`src/rtl/instr_mem_loader_if.sv`:
```
// rtl/instr_mem_loader_if.sv - byte stream in, instruction RAM write port out
// The loader uses the master modport; the stream source / RAM side uses slave.
interface instr_mem_loader_if;
   logic [7:0]  byte_in;
   logic        byte_valid;
   logic        byte_ready;
   logic        wr_en;
   logic [31:0] wr_addr;
   logic [31:0] wr_data;

   modport master (
      input  byte_in,
      input  byte_valid,
      output byte_ready,
      output wr_en,
      output wr_addr,
      output wr_data
   );

   modport slave (
      output byte_in,
      output byte_valid,
      input  byte_ready,
      input  wr_en,
      input  wr_addr,
      input  wr_data
   );
endinterface

```
`src/rtl/instr_mem_loader.sv`:
```
// rtl/instr_mem_loader.sv - boot loader assembling LE bytes into instruction words
// Holds the core until len_words words have been written at byte addresses word<<2.
module instr_mem_loader #(
   parameter int DEPTH = 128
) (
   input  logic                 clk,
   input  logic                 reset,
   input  logic                 start,
   input  logic [7:0]           len_words,
   instr_mem_loader_if.master   bus,
   output logic                 core_hold,
   output logic                 done,
   output logic                 err
);

   typedef enum logic [1:0] {IDLE, RECV, WRITE, DONE} state_t;

   state_t      state_q;
   logic [1:0]  byte_cnt_q;
   logic [7:0]  word_cnt_q;
   logic [7:0]  len_q;
   logic [31:0] asm_q;
   logic [31:0] asm_d;
   logic        byte_ready_q;
   logic        wr_en_q;
   logic [31:0] wr_addr_q;
   logic [31:0] wr_data_q;
   logic        core_hold_q;
   logic        done_q;
   logic        err_q;
   logic        accept;
   logic        last_word;

   // byte_ready_q is only ever high in RECV, so it doubles as the state qualifier
   assign accept    = bus.byte_valid && byte_ready_q;
   assign last_word = (word_cnt_q == len_q - 8'd1);

   always_comb begin
      asm_d = asm_q;
      asm_d[{byte_cnt_q, 3'b000} +: 8] = bus.byte_in;
   end

   always_ff @(posedge clk) begin
      if (reset) begin
         state_q      <= IDLE;
         byte_cnt_q   <= 2'd0;
         word_cnt_q   <= 8'd0;
         len_q        <= 8'd0;
         asm_q        <= 32'd0;
         byte_ready_q <= 1'b0;
         wr_en_q      <= 1'b0;
         wr_addr_q    <= 32'd0;
         wr_data_q    <= 32'd0;
         core_hold_q  <= 1'b1;
         done_q       <= 1'b0;
         err_q        <= 1'b0;
      end else begin
         case (state_q)
            IDLE, DONE: begin
               if (start) begin
                  core_hold_q <= 1'b1;
                  done_q      <= 1'b0;
                  err_q       <= 1'b0;
                  if (len_words == 8'd0) begin
                     state_q     <= DONE;
                     done_q      <= 1'b1;
                     core_hold_q <= 1'b0;
                  end else if (len_words > 8'(DEPTH)) begin
                     state_q     <= DONE;
                     err_q       <= 1'b1;
                     core_hold_q <= 1'b0;
                  end else begin
                     state_q      <= RECV;
                     len_q        <= len_words;
                     word_cnt_q   <= 8'd0;
                     byte_cnt_q   <= 2'd0;
                     byte_ready_q <= 1'b1;
                  end
               end
            end
            RECV: begin
               if (accept) begin
                  asm_q      <= asm_d;
                  byte_cnt_q <= byte_cnt_q + 2'd1;
                  if (byte_cnt_q == 2'd3) begin
                     state_q      <= WRITE;
                     byte_ready_q <= 1'b0;
                     wr_en_q      <= 1'b1;
                     wr_addr_q    <= {22'd0, word_cnt_q, 2'b00};
                     wr_data_q    <= asm_d;
                  end
               end
            end
            WRITE: begin
               wr_en_q <= 1'b0;
               if (last_word) begin
                  state_q     <= DONE;
                  done_q      <= 1'b1;
                  core_hold_q <= 1'b0;
               end else begin
                  state_q      <= RECV;
                  word_cnt_q   <= word_cnt_q + 8'd1;
                  byte_cnt_q   <= 2'd0;
                  byte_ready_q <= 1'b1;
               end
            end
            default: state_q <= IDLE;
         endcase
      end
   end

   assign bus.byte_ready = byte_ready_q;
   assign bus.wr_en      = wr_en_q;
   assign bus.wr_addr    = wr_addr_q;
   assign bus.wr_data    = wr_data_q;
   assign core_hold      = core_hold_q;
   assign done           = done_q;
   assign err            = err_q;

endmodule

```
`src/flat_wrapper.sv`:
```
// flat-port wrapper written by rule: the top's interface ports become plain ports
module instr_mem_loader_flat 
#(
   parameter int DEPTH = 128
)
  (clk, reset, start, len_words, core_hold, done, err, bus_byte_in, bus_byte_valid, bus_byte_ready, bus_wr_en, bus_wr_addr, bus_wr_data);
  instr_mem_loader_if bus_i ();
  input  logic clk;
  input  logic reset;
  input  logic start;
  input  logic [7:0] len_words;
  output logic core_hold;
  output logic done;
  output logic err;
  input wire logic [$bits(bus_i.byte_in)-1:0] bus_byte_in;
  input wire logic [$bits(bus_i.byte_valid)-1:0] bus_byte_valid;
  output wire logic [$bits(bus_i.byte_ready)-1:0] bus_byte_ready;
  output wire logic [$bits(bus_i.wr_en)-1:0] bus_wr_en;
  output wire logic [$bits(bus_i.wr_addr)-1:0] bus_wr_addr;
  output wire logic [$bits(bus_i.wr_data)-1:0] bus_wr_data;
  assign bus_i.byte_in = bus_byte_in;
  assign bus_i.byte_valid = bus_byte_valid;
  assign bus_byte_ready = bus_i.byte_ready;
  assign bus_wr_en = bus_i.wr_en;
  assign bus_wr_addr = bus_i.wr_addr;
  assign bus_wr_data = bus_i.wr_data;
  instr_mem_loader #(.DEPTH(DEPTH)) u_core (.clk(clk), .reset(reset), .start(start), .len_words(len_words), .bus(bus_i), .core_hold(core_hold), .done(done), .err(err));
endmodule
```
`config.mk`:
```
export PLATFORM = sky130hd
export DESIGN_NAME = instr_mem_loader_flat
export DESIGN_NICKNAME = d
export VERILOG_FILES = /design/src/rtl/instr_mem_loader_if.sv /design/src/rtl/instr_mem_loader.sv /design/src/flat_wrapper.sv
export SDC_FILE = /design/constraint.sdc
export NUM_CORES = 1
export LEC_CHECK = 0
export BUFFER_PORTS_ARGS = -buffer_cell sky130_fd_sc_hd__buf_2
export CAP_MARGIN = 25
export CORE_ASPECT_RATIO = 1.4
export CORE_MARGIN = 2
export CORE_UTILIZATION = 50
export DETAILED_ROUTE_END_ITERATION = 16
export GPL_TIMING_DRIVEN = 0
export HOLD_SLACK_MARGIN = 0.1
export PLACE_DENSITY = 0.76
export RECOVER_POWER = 100
export SLEW_MARGIN = 10
export SYNTH_ARGS = -nofsm -noshare
export SYNTH_HDL_FRONTEND = slang
export SYNTH_SLANG_ARGS = --single-unit
```
`constraint.sdc`:
```
create_clock -name clk -period 2.5 [get_ports clk]
set_input_delay 0.25 -clock clk [delete_from_list [all_inputs] [get_ports clk]]
set_output_delay 0.25 -clock clk [all_outputs]
set_load 0.01 [all_outputs]
```
==> results of run 1 <==
==> final timing paths <==
check	startpoint	endpoint	slack, ns	depth (start not counted)
min reg2reg	u_core.bus.wr_addr[3]	u_core.bus.wr_addr[3]	0.45	2
min	len_words[6]	u_core.len_q[6]	0.16	3
max reg2reg	u_core.len_q[1]	u_core.word_cnt_q[1]	0.11	10
max	u_core.len_q[1]	u_core.word_cnt_q[1]	0.11	10
==> kinds of logic (layout without fill, tap and decap cells) <==
family	count (synthesis)	after routing	share of synthesized area [%]
AO/OA/AOI/OAI	144	144	21.27
XOR/XNOR	10	10	1.951
adder cells (fa/ha/maj)	11	11	3.066
buffers and inverters	64	144	7.664
flip-flops	97	97	43.26
multiplexers	9	9	2.007
other	1	24	0.08353
AND/OR/NAND/NOR	190	190	20.71
==> worst max-delay path: cells and delay by family, from the launching register on <==
kind | cells | cell delay, ns
mux | 1 | 0.17
simple gates | 4 | 0.90
fa+ha+maj | 1 | 0.15
flops | 1 | 0.35
buf+inv | 2 | 0.26
compound gates | 2 | 0.42
==> what timing repair did <==
action	4_1_cts	5_1_grt
setup endpoints to repair	11	58
cloned	1	0
gates resized for setup	5	5
buffers inserted	1	1
pin swaps	4	4
==> power by group <==
group	total (mW)	leakage (nW)	internal, mW	switching (mW)
Combinational	1.14	1.03	0.477	0.659
Sequential	1.79	0.785	1.68	0.113
Clock	1.44	0.158	0.877	0.561
Total	4.37	1.98	3.04	1.33
==> state kept, by name, indices dropped and copies added, names as in the netlist <==
name                   count
u_core.done                1
u_core.bus.wr_en           1
u_core.state_q             2
u_core.bus.wr_addr         8
u_core.err                 1
u_core.len_q               8
u_core.byte_cnt_q          2
u_core.bus.wr_data        32
u_core.asm_q              32
u_core.core_hold           1
u_core.word_cnt_q          8
u_core.bus.byte_ready      1
==> layout make-up <==
class | instances | area, um2
Multi-Input combinational cell | 388 | 2315
Timing Repair Buffer | 67 | 282.8
Tap cell | 105 | 131.4
Clock inverter | 2 | 35.03
Clock buffer | 13 | 280.3
Inverter | 9 | 33.78
Sequential cell | 97 | 1942
Fill cell | 811 | 3336
Buffer | 53 | 302.8
==> cell usage after synthesis (3+ instances only) <==
cell type	number
dfxtp_1	97
xnor2_1	6
nor2b_1	36
xor2_1	4
nor2_1	83
clkbuf_1	26
a21oi_1	53
a21o_1	3
mux2i_1	9
nand3_1	6
buf_4	25
nand2_1	30
o21ai_0	7
inv_1	9
or3_1	5
nor3_1	9
a211oi_1	67
nand4_1	3
ha_1	11
==> per-layer routing <==
metal | global-route usage [%] | routed length (um) | vias to the layer above
met5 | 0 | 0 | -
met4 | 11.51 | 340 | 0
met3 | 3.180 | 448 | 31
met2 | 41.11 | 5624 | 113
met1 | 25.54 | 4361 | 1858
li1 | - | - | 1991
==> metrics by stage <==
step | instance area (um2) | hold WS, ns | power, mW | setup TNS [ns] | utilization [%]
final | 5323 | 0.1644 | 4.368 | 0 | 61.47
after CTS | 5375 | 0.1621 | 4.375 | 0 | 62.08
after floorplan | 4576 | 0.3972 | 2.653 | 0 | -
after detailed placement | 5027 | 0.4486 | 2.911 | -0.3969 | 58.06
after global routing | 5323 | 0.1881 | 4.584 | -0.0005289 | 61.47
after global placement | 5027 | 0.4419 | 2.863 | -0.05787 | 58.06
==> impl_metrics.toml, run 1 <==
[grt]
antenna_found_initial = 0
grt_use_total_pct = 22.49
grt_first_pass_wirelength_mm = 17.64
grt_max_degree = 15
grt_overflow_total = 0
grt_pass1_vias = 3763

[worst_setup_path]
cp_slowest_cell = "or3_4"
end_kind = "flop"
cpPeakStageDelay_ns = 0.38
worstPathMaxFanout = 6
cp-start-kind = "flop"
crit_type = "reg -> reg"
path_cells = "inv_1, ha_4, or3b_4, a211oi_2, nand3_1, or3_4, o21ai_4, buf_6, mux2i_1, nor2_1"
worst-endpoint-required_ns = 2.72
worstPathArrival_ns = 2.61

[logic_synthesis]
synth_top_area_share_pct = 43.26
ys_async_sr_fraction_pct = 0
yosysSeqAreaShare_pct = 43.26
synth_cells = 526
synth_edf_count = 0
synth-main-ff-cell = "dfxtp_1"
yosys.area.top_type = "dfxtp_1"
ys_types = 49
yosys_register_bits = 97
netlist_area_um2 = 4489
yosysWarningCount = 0
avgSynthCellArea_um2 = 8.535
ys_top_cells_by_area = "dfxtp_1 43%, a211oi_1 11%, nor2_1 6.9%, a21oi_1 5.9%, nor2b_1 5.0%"

[routing]
routed_wl_mm = 10.77
ant_nets = 0
drc = 0
drt_iter0_markers = 209
vias_per_cell = 5.440
first_pass_iters = 4
wl_per_cell_um = 14.68
via_count = 3993

[timing]
tightest_slew_ns = 0.6854
fmax_mhz = 418.4
clock_skew_ns = 0.006237
hold_viol = 0
period_minus_slack_ns = 2.390
fin_crit_sh_pct = 95.60
slew_viol_final = 0
fin_ws_ns = 0.1101
setup_viol = 0
slew_headroom_pct = 54.19

[floorplan]
die_w_um = 84.09
num_io_pins = 89
start_util_pct = 51.85
fp-row-count = 40
die_area_um2 = 9764
die_height_um = 116.1
core_um2 = 8658

[final_layout]
nets = 656
stdcell_count = 734
insertedDiodeCount = 0
layout_common_cells = "97 x dfxtp_1, 83 x nor2_1, 69 x clkbuf_1"
drive_gt1_share_pct = 12.24
layout_commonest_cell = "dfxtp_1"
syn_to_final_growth_pct = 18.56

[placement]
io_buffers = 64
hpwl_mm = 7.880
gp_congestion = 0.8748
place_inst = 718
dp_slack_ns = -0.1201

[run_status]
status = "complete, no violations"

[cts]
clock-root-buffer = "clkbuf_16"
cts_buffer_depth = 2
h-tree-depth = 3
cts_tree = "yes"
cts_buffers = 9
hold_buffers = 0
numClockSinks = 97
insertion_delay_ns = 0.34
clk_pin_slew_ns = 0.06

[worst_hold_path]
hold_path_class = "in -> reg"

[run]
max_cap_viol_count = 0

[power_and_ir_drop]
p_per_area_nw_per_um2 = 820.6
p_leak_nw = 1.976
ir_worst_vdd_v = 0.0004407
(Power assumes the default switching activity.)
==> run 2: changes to the inputs <==
--- a/config.mk
+++ b/config.mk
@@ -14,7 +14,6 @@
 export GPL_TIMING_DRIVEN = 0
 export HOLD_SLACK_MARGIN = 0.1
 export PLACE_DENSITY = 0.76
-export RECOVER_POWER = 100
 export SLEW_MARGIN = 10
 export SYNTH_ARGS = -nofsm -noshare
 export SYNTH_HDL_FRONTEND = slang
==> run 2 against run 1 <==
Effect of this change:
- clock skew is 0.00084 ns lower
- power about the same
- non-clock buffer count unchanged
- via count fell by 0.73%
- worst hold slack gained 0.0013 ns
- cell count unchanged
- count of clock-buffer cells in the layout did not move
- final area increased by 1.1%
- combinational power hardly changed
- clock power about the same
- global-route usage stayed put
- sequential share of layout area is 0.39 points lower
==> impl_metrics.toml, run 2 (same netlist as run 1, synthesis figures left out) <==
[worst_setup_path]
crit_type = "reg -> reg"
worstPathMaxFanout = 6
worstPathArrival_ns = 2.61
worst_r2r_path_depth = 10
end_kind = "flop"
worst-endpoint-required_ns = 2.72
reg2reg_slack_ns = 0.11
rr_startpoint = "u_core.len_q[1]"
cp-start-kind = "flop"
r2r_end = "u_core.word_cnt_q[1]"

[final_layout]
seq_area_um2 = 1942
layout_commonest_cell = "dfxtp_1"
drive_gt1_share_pct = 19.55
syn_to_final_growth_pct = 19.84
layout_common_cells = "97 x dfxtp_1, 83 x nor2_1, 67 x a211oi_1"
insertedDiodeCount = 0
nets = 656
n_fill_cell = 788
multi_input_area_um2 = 2315
post-route-util_pct = 62.14

[cts]
clock-root-buffer = "clkbuf_16"
insertion_delay_ns = 0.34
cts_tree = "yes"
cts_buffer_depth = 2
clk_pin_slew_ns = 0.06
h-tree-depth = 3
cts_buffers = 9
numClockSinks = 97
hold_buffers = 0

[worst_hold_path]
hold_depth = 3
hold_path_class = "in -> reg"
hp-start = "len_words[6]"
hold_end = "u_core.len_q[6]"

[timing]
hold_viol = 0
clock_skew_ns = 0.005395
fin_ws_ns = 0.1101
period_minus_slack_ns = 2.390
setup_tns_ns = 0
tightest_slew_ns = 0.6878
fin_crit_sh_pct = 95.60
fmax_mhz = 418.4
slew_viol_final = 0
setup_viol = 0
slew_headroom_pct = 54.02

[grt]
grt_overflow_total = 0
grt_pass1_vias = 3763
met1_usage_pct = 25.54
grt.busiest_layer = "met2"
met3_usage_pct = 3.180
grtUsageMet2_pct = 41.11
grt_use_total_pct = 22.49
grt_first_pass_wirelength_mm = 17.64
grt_max_degree = 15
antenna_found_initial = 0

[floorplan]
die_w_um = 84.09
start_util_pct = 51.85
die_area_um2 = 9764
die_height_um = 116.1
fp-row-count = 40
num_io_pins = 89
core_um2 = 8658

[routing]
routed_wl_mm = 10.70
wl_per_cell_um = 14.58
drt_iter0_markers = 205
vias_per_cell = 5.401
ant_nets = 0
first_pass_iters = 4
via_count = 3964
drc = 0

[run_status]
status = "complete, no violations"

[power_and_ir_drop]
ir_worst_vdd_v = 0.0004382
p_leak_nw = 2.173
p_per_area_nw_per_um2 = 812.6
finalPower_mw = 4.372

[placement]
gp_congestion = 0.8748
dp_slack_ns = -0.1201
hpwl_mm = 7.880
io_buffers = 64

[run]
max_cap_viol_count = 0
==> run 2: timing repair <==
item                                    in CTS  in global routing
buffers inserted                             1                  1
pin swaps                                    4                  4
gates resized for setup                      5                  5
endpoints found under the setup margin      11                 58
gates cloned                                 1                  0
==> run 2: worst max path at each step <==
| stage | start | to | slack [ns] | cells after the start |
|---|---|---|---|---|
| 2_1_floorplan | u_core.len_q[0] | u_core.word_cnt_q[1] | 0.14 | 11 |
| 3_3_place_gp | u_core.len_q[0] | u_core.word_cnt_q[1] | -0.05 | 11 |
| 3_5_place_dp | u_core.len_q[0] | u_core.word_cnt_q[1] | -0.12 | 11 |
| 4_1_cts | u_core.len_q[0] | u_core.word_cnt_q[1] | 0.01 | 11 |
| 5_1_grt | u_core.len_q[1] | u_core.word_cnt_q[1] | -0.0005 | 10 |
| 6_report | u_core.len_q[1] | u_core.word_cnt_q[1] | 0.11 | 10 |
==> run 2: cell type report <==
type	count	share of cell area, %
buffer	53	5.628
clock buffer	13	5.209
clock inverter	2	0.6512
inverter	9	0.6279
multi-input combinational	388	43.02
sequential	97	36.09
tap	105	2.442
timing repair buffer	67	6.326
==> run 2: power by group <==
group / internal (mW) / switching [mW]
registers: 1.68 / 0.113
clock network: 0.877 / 0.559
logic: 0.483 / 0.658
total: 3.04 / 1.33
==> run 2: through the flow <==
| stage | hold slack (ns) | instance area [um2] | cells |
|---|---|---|---|
| 5_1_grt | 0.1881 | 5380 | 734 |
| 4_1_cts | 0.1621 | 5375 | 735 |
| 3_5_place_dp | 0.4486 | 5027 | 718 |
| 3_3_place_gp | 0.4419 | 5027 | 718 |
| 6_report | 0.1658 | 5380 | 734 |
| 2_1_floorplan | 0.3972 | 4576 | 549 |
==> run 2: per-layer routing <==
layer / wire length, um / share of wire, %
met2: 5608 / 52
met1: 4338 / 41
met3: 423 / 4.0
met4: 329 / 3.1
met5: 0 / 0
==> run 2: critical path: stages, from the launching register on <==
cell	delay [ns]
dfxtp_1	0.35
inv_1	0.12
ha_4	0.15
or3b_4	0.37
a211oi_2	0.24
nand3_1	0.10
or3_4	0.38
o21ai_4	0.18
buf_6	0.14
mux2i_1	0.17
nor2_1	0.05
